<file path="src/rtl/id_ex_operand_stage.sv">
// ID/EX pipeline register with EX/MEM and MEM/WB operand forwarding and load-use bubble insertion.
// Optional event counters are built when ID_EX_PERF_CNT_EN is defined.
module id_ex_operand_stage #(
  parameter int DW = 32,
  parameter int RW = 5
) (
  input  logic          clk,
  input  logic          rst_n,
  input  logic          id_valid,
  input  logic [RW-1:0] id_rs_addr,
  input  logic [RW-1:0] id_rt_addr,
  input  logic [DW-1:0] id_rs_data,
  input  logic [DW-1:0] id_rt_data,
  input  logic [RW-1:0] id_dst,
  input  logic [DW-1:0] id_imm,
  input  logic [4:0]    id_shamt,
  input  logic [5:0]    id_alu_fun,
  input  logic          id_alu_sign,
  input  logic          id_alusrc_a,
  input  logic          id_alusrc_b,
  input  logic          id_reg_write,
  input  logic          id_mem_read,
  input  logic          id_mem_write,
  input  logic          stall_in,
  input  logic          flush,
  input  logic          exmem_reg_write,
  input  logic [RW-1:0] exmem_dst,
  input  logic [DW-1:0] exmem_result,
  input  logic          memwb_reg_write,
  input  logic [RW-1:0] memwb_dst,
  input  logic [DW-1:0] memwb_result,
  output logic [DW-1:0] alu_a,
  output logic [DW-1:0] alu_b,
  output logic [5:0]    alu_fun,
  output logic          alu_sign,
  output logic          ex_valid,
  output logic [RW-1:0] ex_dst,
  output logic          ex_reg_write,
  output logic          ex_mem_read,
  output logic          ex_mem_write,
  output logic [DW-1:0] ex_store_data,
  output logic          load_use_stall
`ifdef ID_EX_PERF_CNT_EN
  ,
  output logic [31:0]   perf_bubble_cnt,
  output logic [31:0]   perf_flush_cnt
`endif
);

  typedef struct packed {
    logic          valid;
    logic [RW-1:0] rs_addr;
    logic [RW-1:0] rt_addr;
    logic [RW-1:0] dst;
    logic [DW-1:0] rs_data;
    logic [DW-1:0] rt_data;
    logic [DW-1:0] imm;
    logic [4:0]    shamt;
    logic [5:0]    fun;
    logic          sign;
    logic          alusrc_a;
    logic          alusrc_b;
    logic          reg_write;
    logic          mem_read;
    logic          mem_write;
  } stage_t;

  stage_t ex_q, id_s;
  logic [DW-1:0] fwd_rs, fwd_rt;

  // EX/MEM is the younger producer, so it is checked first; $0 never forwards.
  function automatic logic [DW-1:0] fwd_sel(
    input logic [RW-1:0] addr, input logic [DW-1:0] data,
    input logic em_we, input logic [RW-1:0] em_dst, input logic [DW-1:0] em_res,
    input logic mw_we, input logic [RW-1:0] mw_dst, input logic [DW-1:0] mw_res);
    if (em_we && em_dst != '0 && em_dst == addr)      return em_res;
    else if (mw_we && mw_dst != '0 && mw_dst == addr) return mw_res;
    else                                              return data;
  endfunction

  always_comb begin
    fwd_rs = fwd_sel(ex_q.rs_addr, ex_q.rs_data, exmem_reg_write, exmem_dst, exmem_result,
                     memwb_reg_write, memwb_dst, memwb_result);
    fwd_rt = fwd_sel(ex_q.rt_addr, ex_q.rt_data, exmem_reg_write, exmem_dst, exmem_result,
                     memwb_reg_write, memwb_dst, memwb_result);
  end

  always_comb begin
    id_s           = '0;
    id_s.valid     = id_valid;
    id_s.rs_addr   = id_rs_addr;
    id_s.rt_addr   = id_rt_addr;
    id_s.dst       = id_dst;
    id_s.rs_data   = id_rs_data;
    id_s.rt_data   = id_rt_data;
    id_s.imm       = id_imm;
    id_s.shamt     = id_shamt;
    id_s.fun       = id_alu_fun;
    id_s.sign      = id_alu_sign;
    id_s.alusrc_a  = id_alusrc_a;
    id_s.alusrc_b  = id_alusrc_b;
    id_s.reg_write = id_reg_write & id_valid;
    id_s.mem_read  = id_mem_read  & id_valid;
    id_s.mem_write = id_mem_write & id_valid;
  end

  assign load_use_stall = ~stall_in & id_valid & ex_q.valid & ex_q.mem_read &
                          (ex_q.dst != '0) &
                          ((ex_q.dst == id_rs_addr) | (ex_q.dst == id_rt_addr));

  always_ff @(posedge clk or negedge rst_n) begin
    if (!rst_n)              ex_q <= '0;
    else if (flush)          ex_q <= '0;
    else if (stall_in) begin
      // Refresh so a MEM/WB value retiring during the hold is kept.
      ex_q.rs_data <= fwd_rs;
      ex_q.rt_data <= fwd_rt;
    end
    else if (load_use_stall) ex_q <= '0;
    else                     ex_q <= id_s;
  end

  assign alu_a         = ex_q.alusrc_a ? {{(DW-5){1'b0}}, ex_q.shamt} : fwd_rs;
  assign alu_b         = ex_q.alusrc_b ? ex_q.imm : fwd_rt;
  assign ex_store_data = fwd_rt;
  assign alu_fun       = ex_q.fun;
  assign alu_sign      = ex_q.sign;
  assign ex_valid      = ex_q.valid;
  assign ex_dst        = ex_q.dst;
  assign ex_reg_write  = ex_q.valid & ex_q.reg_write;
  assign ex_mem_read   = ex_q.valid & ex_q.mem_read;
  assign ex_mem_write  = ex_q.valid & ex_q.mem_write;

`ifdef ID_EX_PERF_CNT_EN
  always_ff @(posedge clk or negedge rst_n) begin
    if (!rst_n) begin
      perf_bubble_cnt <= '0;
      perf_flush_cnt  <= '0;
    end else begin
      if (flush) perf_flush_cnt <= perf_flush_cnt + 32'd1;
      if (!flush && load_use_stall) perf_bubble_cnt <= perf_bubble_cnt + 32'd1;
    end
  end
`endif

endmodule

</file>
<file path="config.mk">
export PLATFORM = sky130hd
export DESIGN_NAME = id_ex_operand_stage
export DESIGN_NICKNAME = d
export VERILOG_FILES = /design/src/rtl/id_ex_operand_stage.sv
export SDC_FILE = /design/constraint.sdc
export NUM_CORES = 1
export LEC_CHECK = 0
export CAP_MARGIN = 30
export CORE_MARGIN = 5
export CORE_UTILIZATION = 30
export DETAILED_ROUTE_END_ITERATION = 6
export SYNTH_ARGS = -nofsm -noshare
export SYNTH_HDL_FRONTEND = slang
export SYNTH_SLANG_ARGS = --single-unit
</file>
<file path="constraint.sdc">
create_clock -name clk -period 2.1 [get_ports clk]
set_input_delay 0.315 -clock clk [delete_from_list [all_inputs] [get_ports clk]]
set_output_delay 0.315 -clock clk [all_outputs]
set_load 0.01 [all_outputs]
</file>
==> key figures <==
Status
  • Status: finished, violations left
  • Failing checks: setup timing

Routing
  • Drt first-iter violations: 591
  • DRC Markers: 0
  • Final WL: 37.2 mm
  • WL/cell: 23.6 µm
  • Via Count: 8667
  • Post-route ant nets: 0
  • First-pass DRT Iterations: 5
  • Mean number of vias per cell: 5.50

Synth
  • Mean Syn Cell Area: 9.96 µm²
  • Cells after Synth: 745
  • Synth Cell Area: 7420 µm²
  • Post-Syn Nets: 954
  • Yosys synthesis warning count: 0
  • #FFs+latches synth: 129
  • Unique masters post-synth: 35
  • Register area share after synthesis: 43.5%

Global route
  • First-pass GRT wire length: 57.2 mm
  • Tot GR Track Use: 25.7%
  • Largest net degree at the start of global routing: 53
  • Vias in the first global route: 9461
  • Global route overflow: 0
  • Antenna violations before repair: 4

Floorplan
  • DIE WIDTH: 167 µm
  • Die Area: 28000 µm²
  • Die Y-Extent: 167 µm
  • Row cnt: 57
  • # IOs: 322
  • Area of the core: 24300 µm²
  • Starting Density: 30.5%

Timing
  • Slew at the pin closest to its max-slew limit: 0.542 ns
  • Layout Skew: 0.0115 ns
  • Final Hold Fails: 0
  • RSZ-0062 raised after global routing: yes
  • Max-slew violations: 0
  • Final WS setup: -0.827 ns
  • Period utilisation layout: 139%
  • Fin crit period: 2.93 ns
  • Worst hold-check slack: 0.414 ns
  • Final Setup Violations: 116
  • Slew headroom: 63.9%
  • Fmax: 0.342 GHz

Pwr
  • Clk network pwr share: 37.8%
  • P_sw: 2640 µW
  • Share of power burned in registers: 30.3%
  • Net Sw Frac: 29.1%
  • Pint: 6420 µW
  • Overall Power: 9060 µW
  • Pleak: 0.00660 µW
  • Worst IR drop on VDD: 0.443 mV
  • Combinational power share: 31.8%
  • Pwr Density: 575 nW/µm²

Clocking
  • Clock buffer depth: 2
  • Clk_lat worst skew: 0.43 ns
  • Clock sink count: 129
  • Root Driver: clkbuf_16
  • H-tree depth: 4
  • CTS tree: done
  • CTS Buf Count: 17
  • Clock-pin slew on the worst setup and hold paths: 0.06 ns

Place
  • Final Wtd Congestion: 0.864
  • Placed Instances: 1438
  • I/O Buffers: 321
  • Place WS: -1.21 ns
  • Hpwl dp: 24.4 mm
  • Placed cell area: 12800 µm²

Worst hold path
  • Hold Crit Class: input pin to async pin

Run
  • Max-Cap Viols: 0

Final layout
  • Share of cells above drive strength 1: 47.9%
  • Area grow syn2layout: 112%
  • Multi-input gate area: 5610 µm²
  • Nets@finish: 1445
  • Final instance area: 15800 µm²
  • Register Area: 3230 µm²
  • Finished Layout Cells: 1576
  • Layout filler cell count: 1867

Setup path
  • WP data arrival: 2.61 ns
  • Slowest cell on crit path: dfrtp_1
  • Highest net fanout along the worst path: 20
  • Type of element capturing the critical path: output pin
  • Setup CP Type: flop to output pin
  • CP top delay family: buffers and inverters
  • WP data required: 1.78 ns
  • Worst Setup Start Kind: flop
  • Crit path top cell by count: buf_6
  • CP Buf/Inv Count: 3
  • Crit-path cells: xor2_1 > or3_4 > buf_12 > o31ai_4 > a31oi_4 > buf_6 > mux2_4 > buf_6
  • CP peak stage delay: 0.42 ns
[cell usage after synthesis, drive strengths merged]
master	count	share of area (%)
nand2	7	0.35
or4	3	0.30
nor3	61	4.1
or3	1	0.084
a31oi	32	2.7
buf	43	3.6
or2	3	0.25
nand4	34	2.9
o21a	1	0.10
nor2	36	1.8
nor4bb	1	0.13
xnor2	20	2.4
o2bb2ai	32	3.8
xor2	10	1.2
a211oi	1	0.17
and2	4	0.34
a221oi	32	3.8
o21ai	33	2.3
mux2	32	4.9
a22o	94	11
nor2b	1	0.084
and3	32	2.7
dfrtp	129	44
o22ai	1	0.084
a32o	3	0.40
o31ai	37	3.7
nand3	3	0.20
o211ai	2	0.27
clkbuf	57	2.9
[worst paths after layout]
| kind | endpoint | slack, ns | depth (start not counted) | startpoint |
|---|---|---|---|---|
| worst max-delay path | alu_b[16] | -0.83 | 8 | ex_q[122] |
| worst min-delay path | ex_dst[3] | 0.41 | 2 | rst_n |
| worst max register to register | ex_q[66] | -0.15 | 8 | ex_q[122] |
| worst min register to register | ex_q[0] | 0.48 | 1 | ex_q[0] |
| max in group asynchronous | ex_q[65] | 1.05 | 3 | rst_n |
| min in group clk | ex_q[111] | 0.44 | 2 | id_rs_data[30] |
[registers in the layout, summed over array words and instances, names as in the netlist]
register / cells
ex_q: 116
alu_sign: 1
alu_fun: 6
ex_valid: 1
ex_dst: 5
[stage by stage]
step                      util (%)  setup TNS [ns]
after global routing          64.8          -75.65
final                         64.8          -63.04
after floorplan                  -           -5.62
after CTS                     62.7          -59.08
after detailed placement      52.5         -151.30
after global placement        52.5         -144.77
[placed cells by master, fill, tap and decap left out, types with 16 or more instances in the layout]
master           instances
mux2_2                  16
buf_2                   49
nor3_1                  26
mux2_4                  16
buf_12                  38
clkdlybuf4s50_1        214
a221oi_4                31
and3_4                  19
dfrtp_1                126
a22o_1                  94
nand4_1                 34
nor2_1                  28
nor3_2                  33
o21ai_0                 32
o2bb2ai_1               31
a31oi_4                 20
buf_6                   89
buf_4                  145
o31ai_4                 26
clkbuf_16               19
[cells by family (layout without fill, tap and decap cells)]
kind of cell | Yosys count | after routing | synth area share [%]
AO/OA/AOI/OAI | 268 | 268 | 28.4
XOR/XNOR | 30 | 30 | 3.54
buffers and inverters | 100 | 604 | 6.46
flip-flops | 129 | 129 | 43.5
multiplexers | 32 | 32 | 4.86
other | 0 | 3 | 0
AND/OR/NAND/NOR | 186 | 186 | 13.3
[cell type report]
| type | instances | area share [%] |
|---|---|---|
| timing repair buffer | 572 | 37.1 |
| clock inverter | 12 | 1.30 |
| sequential | 129 | 20.5 |
| antenna | 3 | 0.0476 |
| tap | 324 | 2.57 |
| multi-input combinational | 516 | 35.6 |
| clock buffer | 20 | 2.90 |
[power groups by stage]
stage          combinational (µW)  sequential (µW)  clock, µW
2_1_floorplan                 962             2750          0
6_report                     2880             2750       3430
5_1_grt                      3040             2770       3590
4_1_cts                      2710             2740       3480
3_5_place_dp                 2350             2760          0
3_3_place_gp                 2340             2760          0
[per-layer routing]
metal	routed length [µm]	global-route usage, %	vias to the layer above	part of all wire (%)
met2	18800	44.4	343	51
met4	1000	7.97	2	2.7
met5	11	0	-	0.030
met3	2080	5.73	66	5.6
li1	-	-	3919	-
met1	15300	32.1	4337	41
[worst reg2reg max path, stage by stage (launching register included)]
cell     delay [ns]
dfrtp_1        0.42
xor2_1         0.17
or3_4          0.41
buf_12         0.19
o31ai_2        0.36
a31oi_4        0.14
buf_6          0.14
buf_4          0.12
a22o_1         0.19
[repair_timing]
item | in CTS | in global routing
gates cloned | 14 | 2
hold buffers | 1 | 0
pin swaps | 80 | 39
endpoints found under the setup margin | 226 | 193
endpoints found under the hold margin | 45 | 0
gates resized for setup | 606 | 93
buffers inserted | 69 | 25
No activity file was read; power rests on OpenSTA's default activity.
